[config.mk]
export PLATFORM = sky130hd
export DESIGN_NAME = oled_volume_bar
export DESIGN_NICKNAME = d
export VERILOG_FILES = /design/src/rtl/oled_volume_bar.sv
export SDC_FILE = /design/constraint.sdc
export NUM_CORES = 1
export LEC_CHECK = 0
export BUFFER_PORTS_ARGS = -buffer_cell sky130_fd_sc_hd__buf_4
export CAP_MARGIN = 5
export CORE_MARGIN = 5
export CORE_UTILIZATION = 50
export CTS_BUF_LIST = sky130_fd_sc_hd__clkbuf_8 sky130_fd_sc_hd__clkbuf_16
export DETAILED_ROUTE_END_ITERATION = 8
export GPL_TIMING_DRIVEN = 1
export PLACE_DENSITY = 0.73
export SLEW_MARGIN = 15
export SYNTH_ARGS = -nofsm -noshare
export SYNTH_HDL_FRONTEND = slang
export SYNTH_SLANG_ARGS = --single-unit
[constraint.sdc]
create_clock -name i_clk -period 8.1 [get_ports i_clk]
set_clock_uncertainty 0.1 [all_clocks]
set_input_delay 0.81 -clock i_clk [delete_from_list [all_inputs] [get_ports i_clk]]
set_output_delay 0.81 -clock i_clk [all_outputs]
set_load 0.02 [all_outputs]
[src/rtl/oled_volume_bar.sv]
// rtl/oled_volume_bar.sv - peak-window volume meter rendered as a vertical bar for a 96x64 RGB565 panel
module oled_volume_bar #(
  parameter int WINDOW     = 4000,
  parameter int MIC_OFFSET = 2048,
  parameter int BAR_X0     = 40,
  parameter int BAR_X1     = 55
) (
  input  logic        i_clk,
  input  logic        i_reset,
  input  logic [11:0] i_mic_in,
  input  logic        i_mic_valid,
  input  logic        i_frame_begin,
  input  logic [12:0] i_pixel_index,
  output logic [15:0] o_pixel_data,
  output logic [3:0]  o_level
);

  localparam int              CW      = (WINDOW > 2) ? $clog2(WINDOW) : 1;
  localparam logic [CW-1:0]   LP_LAST = CW'(WINDOW - 1);
  localparam logic [11:0]     LP_OFF  = 12'(MIC_OFFSET);
  localparam logic [12:0]     LP_X0   = 13'(BAR_X0);
  localparam logic [12:0]     LP_X1   = 13'(BAR_X1);

  localparam logic [15:0] C_RED    = 16'hF800;
  localparam logic [15:0] C_YELLOW = 16'hFFE0;
  localparam logic [15:0] C_GREEN  = 16'h07E0;
  localparam logic [15:0] C_BLACK  = 16'h0000;

  logic [CW-1:0] r_cnt;
  logic [11:0]   r_peak;
  logic [3:0]    r_level;
  logic [3:0]    r_disp_level;
  logic [15:0]   r_pixel_data;

  // Peak including the sample currently on the bus, so the closing strobe counts.
  logic [11:0] w_pk;
  logic [11:0] w_diff;
  logic [11:0] w_sh;
  logic [3:0]  w_new_level;
  assign w_pk        = (i_mic_in > r_peak) ? i_mic_in : r_peak;
  assign w_diff      = w_pk - LP_OFF;
  assign w_sh        = w_diff >> 7;
  assign w_new_level = (w_pk <= LP_OFF) ? 4'd0 :
                       (w_sh > 12'd15)  ? 4'd15 : w_sh[3:0];

  // Peak tracking and level quantisation over WINDOW strobes.
  always_ff @(posedge i_clk) begin
    if (i_reset) begin
      r_cnt   <= '0;
      r_peak  <= '0;
      r_level <= '0;
    end else if (i_mic_valid) begin
      if (r_cnt == LP_LAST) begin
        r_level <= w_new_level;
        r_peak  <= '0;
        r_cnt   <= '0;
      end else begin
        r_peak <= w_pk;
        r_cnt  <= r_cnt + 1'b1;
      end
    end
  end

  // Displayed level only changes at frame start; the old level wins on a same-cycle update.
  always_ff @(posedge i_clk) begin
    if (i_reset) begin
      r_disp_level <= '0;
    end else if (i_frame_begin) begin
      r_disp_level <= r_level;
    end
  end

  // Pixel coordinates; y >= 64 also covers out-of-panel indices.
  logic [12:0] w_x;
  logic [12:0] w_y;
  logic [12:0] w_top;
  logic        w_lit;
  logic [15:0] w_colour;
  assign w_x   = i_pixel_index % 13'd96;
  assign w_y   = i_pixel_index / 13'd96;
  assign w_top = 13'd64 - {7'd0, r_disp_level, 2'b00};
  assign w_lit = (w_y < 13'd64) && (w_x >= LP_X0) && (w_x <= LP_X1) && (w_y >= w_top);

  // Colour band by row for lit pixels, black otherwise.
  always_comb begin
    w_colour = C_BLACK;
    if (w_lit) begin
      if (w_y < 13'd16)      w_colour = C_RED;
      else if (w_y < 13'd32) w_colour = C_YELLOW;
      else                   w_colour = C_GREEN;
    end
  end

  // One-cycle registered pixel output.
  always_ff @(posedge i_clk) begin
    if (i_reset) begin
      r_pixel_data <= C_BLACK;
    end else begin
      r_pixel_data <= w_colour;
    end
  end

  assign o_pixel_data = r_pixel_data;
  assign o_level      = r_level;

endmodule

# ---- After elaboration in Yosys (flattened, before gate mapping)
# Index checks and enable logic that the tools add are counted.
# W data, S select, Z words.
dict set report totals {
  wordCells 35
  ff_bits 48
}
dict set report op_classes {
  add_sub_neg 3
  n_mux 7
  bitwise_logic 1
  n_lt_le_gt_ge 9
  div_mod_pow 2
  n_reduce_logical 6
  n_eq_ne 1
}
# operator n
set ops {}
lappend ops {{$mux W12} 3}
lappend ops {{$mux W16} 2}
lappend ops {{$div A13 B7 Y13 const B} 1}
lappend ops {{$ge A13 B13 Y1} 1}
lappend ops {{$ge A13 B6 Y1 const B} 1}
lappend ops {{$le A13 B6 Y1 const B} 1}
lappend ops {{$lt A13 B5 Y1 const B} 1}
lappend ops {{$lt A13 B6 Y1 const B} 1}
lappend ops {{$lt A13 B7 Y1 const B} 1}
lappend ops {{$mod A13 B7 Y13 const B} 1}
lappend ops {{$add A12 B1 Y12 const B} 1}
lappend ops {{$eq A12 B12 Y1 const B} 1}
lappend ops {{$gt A12 B12 Y1} 1}
lappend ops {{$le A12 B12 Y1 const B} 1}
lappend ops {{$sub A12 B12 Y12 const B} 1}
lappend ops {{$mux W4} 2}
lappend ops {{$sub A7 B6 Y8 const A} 1}
lappend ops {{$gt A5 B4 Y1 const B} 1}
lappend ops {{$logic_and A1 B1 Y1} 3}
lappend ops {{$reduce_or A3 Y1} 1}
lappend ops {{$reduce_and A2 Y1} 1}
lappend ops {{$reduce_or A2 Y1} 1}
lappend ops {{$not A1 Y1} 1}

# ---- Logic depth before layout (Yosys ltp)
dict set report depth {
  word_depth 7
  depth_mapped 14
  ltp_nobuf 12
}

# ---- Least setup slack after synthesis
# Ideal clock, no wire load.
dict set report synth_path {
  kind {input-to-reg}
  start {input i_pixel_index[12]}
  end {register r_pixel_data[9], in the netlist o_pixel_data[9]}
  n_path_buf 3
  arrival_ns 2.889
  cell_stages 13
  required_time_ns 7.871
  setup_slack_ns 4.982
  cell_sequence {buf_2 > buf_4 > clkbuf_1 > o221ai_1 > o31ai_1 > o31ai_1 > ha_1 > nor2b_1 > o21a_1 > o21ai_0 > nand2b_1 > a211oi_1 > nor4_1}
}
dict set report synth_via {
  elab_chain_len 7
  word_cells_on_any_way 12
  cone_classes {div (2); order compare (5); bitwise (1); reduce/logical (4)}
}
# element line_no
set synth_rtl {}
lappend synth_rtl {{from (decl)} 13} ;# input logic [12:0] i_pixel_index,
lappend synth_rtl {{$div A13 B7 Y13 / $mod A13 B7 Y13 (equally long branches)} {80, 79}}
lappend synth_rtl {{$lt A13 B7 Y1 / $ge A13 B6 Y1 (equally long branches)} 82} ;# assign w_lit = (w_y < 13'd64) && (w_x >= LP_X0) && (w_x <= LP_X1) && (w_y >= w_top);
lappend synth_rtl {{$logic_and A1 B1 Y1 (3 in series)} 82}
lappend synth_rtl {{$not A1 Y1 (no line)} -}
lappend synth_rtl {{$reduce_or A3 Y1 (no line) (*)} -}
lappend synth_rtl {{to (signal assigned)} 99} ;# r_pixel_data <= w_colour;
lappend synth_rtl {{to (decl)} 33} ;# logic [15:0] r_pixel_data;
# Every way passes the cells marked *; elsewhere a longest branch is shown, timed or not.
# A chain may end at the register's enable or synchronous reset.

# ---- Worst setup path in the final report
dict set report layout_path {
  start {input i_mic_in[9]}
  end {register r_peak[3]}
}
dict set report layout_via {
  elab_chain_len 3
}
# element line_no
set layout_rtl {}
lappend layout_rtl {{from (decl)} 10} ;# input logic [11:0] i_mic_in,
lappend layout_rtl {{$gt A12 B12 Y1} 40} ;# assign w_pk = (i_mic_in > r_peak) ? i_mic_in : r_peak;
lappend layout_rtl {{$mux W12} 40}
lappend layout_rtl {{$mux W12} 53} ;# if (r_cnt == LP_LAST) begin
lappend layout_rtl {{to (signal assigned)} 58} ;# r_peak <= w_pk;
lappend layout_rtl {{to (decl)} 30} ;# logic [11:0] r_peak;
# No other way between the ends.

==> impl_results.md <==
- Hold WC Path Type: reg -> reg
- P per Cell Area: about 160 nW/um^2
- M3 GR Usage: about 3.4%
- Worst reg2reg endpoint: r_peak[3]
- Post-cts repair resize count: 0
- Clk_lat worst skew: 0.29 ns
- Min Clock Period, post-route: ~3 ns
- Largest cells by area after synthesis: dfxtp_1, ha_1, buf_4
- CTS clk-pin slew, worst paths: ~0.070 ns
- Post-synth ARST share: 0%
- Leak pwr: approximately 1.2 nW
- Share of cells above drive strength 1: 17.8%
- Pre-CTS setup slack: 4.82 ns
- Die ar.: 6600 sq um
- VDD IR max: 0.0930 mV
- Area Overhead vs Synth: 13.2%
- Area of the multi-input gates: between 1500 and 2000 sq um
- Synth warn: 0
- Synth Flop Type: dfxtp_1
- Fin cells: between 300 and 400
- RSZ-0062 raised after global routing: false
- Synthesized instance count: roughly 300
- Post-route cell area: between 2000 and 3000 sq um
- Grt total ovfl: 0
- Max Clock Freq: around 0.33 GHz
- Die W: 81.2 um
- Synth area leader: dfxtp_1
- Critical path type: in -> reg
- Hold depth: 1
- Via-to-Cell Ratio: 5.63
- Postcts setup bufs: 0
- Max-slew headroom: between 40% and 50%
- Row Count: 26
- M1 GR Usage: 18.5%
- Overall power: roughly 460 uW
- Nets: 372
- Yosys cell types: 60
- Initial Util: 50.6%
- CP required: 8.23 ns
- Setup TNS: 0 ns
- Synthesized flop and latch total: 34
- Worst setup EP type: flip-flop
- Tot GR Track Use: 16.5%
- Hold Crit Start: r_peak[8]
- Met2 Track Usage GR: about 30%
- Initial antenna violation count: 0
- Drt pass-1 iters: 4
- I/O pins: just under 50
- Worst setup SP type: primary input
- GP Congestion: between 0.7 and 0.8
- Slew Limit Fails: 0
- Placed instance count: 387
- H-tree levels: 2
- Clock tree root buffer cell: clkbuf_8
- R2R setup slack: approximately 5.4 ns
- Vias in the first global route: 1968
- Max FO, Critical Path: 11
- Hold Worst Slack: 0.368 ns
- CTS tree: yes
- Dpl hpwl: slightly below 4000 um
- Die height: slightly above 80 um
- Core ar.: approximately 5000 sq um
- Area post-placement: 2730 sq um
- Tcrit/Tclk final: between 30% and 40%
- Synth Cell Area: approximately 2500 sq um
- DRC viols: 0
- Post-synth top area share: 26.8%
- Hold Violations, Final: 0
- Post-synth EDFFs: 0
- Hold Path End: r_peak[8]
- Synthesized area per cell: 8.34 sq um
- FF+latch area: 681 sq um
- Via Count: between 2000 and 2500
- Inserted Clock Buffers: 5
- Final wirelength: a little over 5000 um
- Most Crowded Layer GR: met2
- First-pass GRT wire length: approximately 8600 um
- CTS Hold Bufs: 0
- Register-to-Register Path Depth: 8
- Sequential fraction of the synthesis area: between 20% and 30%
- DR WL/cell: around 13 um
- Clock buffer depth: 2
- Final Worst Setup Slack: 5.11 ns
- Largest net degree at the start of global routing: 31
- Initial DRC count: between 70 and 80
- Sink Count: 34
- Port Buf Inserts: 40
- Final setup vio count: 0
- Max-cap violations: 0
- Status: complete, no violations
- Worst slew pin tran: between 0.7 and 0.8 ns
- Fill cells: approximately 500
- Fin util: a little under three fifths
- ANT nets after route: 0
- Crit path arrival time: roughly 3.1 ns
- Critical R2R Launch: r_peak[11]
- Antenna cells: 0
power by group:
group | internal, mW | total (mW) | switching, mW
Sequential | 0.173 | 0.176 | 0.00312
Combinational | 0.0385 | 0.0868 | 0.0484
Clock | 0.131 | 0.193 | 0.0613
Total | 0.342 | 0.455 | 0.113
how the worst max path moves through the flow:
stage,start,endpoint,slack (ns),depth (start not counted)
4_1_cts,i_mic_in[9],r_peak[3],5.12,8
2_1_floorplan,i_pixel_index[12],o_pixel_data[9],4.98,13
5_1_grt,i_mic_in[9],r_peak[3],4.93,8
3_5_place_dp,i_mic_in[9],r_peak[3],4.82,8
3_3_place_gp,i_mic_in[9],r_peak[4],4.86,8
6_report,i_mic_in[9],r_peak[3],5.11,8
cell usage in the layout (no fill, tap or decap), types with 6 or more instances in the layout:
master	Yosys	layout
nor3_1	10	10
nand2b_1	9	9
nand2_1	18	18
buf_4	16	40
mux2i_1	7	7
nor2b_1	6	6
clkbuf_8	0	6
a21oi_1	14	14
xor2_1	9	9
a22o_1	8	8
nor2_1	21	21
xnor2_1	6	6
nand4_1	8	8
dfxtp_1	34	34
inv_1	22	22
ha_1	19	19
nand3_1	6	6
o21ai_0	6	6
registers in the layout, indices dropped and copies added, names as in the netlist:
register      cells
o_level           4
o_pixel_data      2
r_cnt            12
r_disp_level      4
r_peak           12
cells in the mapped netlist, drive strengths merged (3+ instances only):
library cell and count:
nor3 10, o21ai 7, a32o 4, clkbuf 8, xnor2 6, inv 23, and3 3, nand2 18
o211ai 5, o221ai 5, o31ai 4, a21o 3, nor4 6, nand2b 9, ha 19, nor2 21
buf 22, nand3 6, a22o 8, nand4 8, nor2b 7, xor2 10, mux2i 7, o22ai 4
a21oi 14, dfxtp 34, a211oi 3
layer usage:
layer	wire, um	up-vias
li1	-	1126
met1	2210	1046
met2	2590	45
met3	276	6
met4	70	0
met5	0	-
layout make-up:
class / count / area share, %
clock buffer: 6 / 2.88
inverter: 23 / 3.01
sequential: 34 / 23.7
clock inverter: 2 / 2.09
multi-input combinational: 220 / 54.8
timing repair buffer: 40 / 10.5
tap: 70 / 3.05
cell families after synthesis:
kind of cell	count (synthesis)	synth area share [%]
fa+ha+maj	20	9.77
simple gates	101	22.3
buf+inv	54	11.7
flops	34	26.8
mux	7	2.76
xor+xnor	16	5.82
other cells	1	0.148
compound gates	71	20.6
critical path, stage by stage:
cell and delay, ns:
buf_4 0.14, ha_1 0.29, nand4_1 0.18, nor3_1 0.56, nand2_1 0.11, o311a_1 0.15
nor2_1 0.61, a22o_1 0.26
Power figures use the tool's default switching activity.
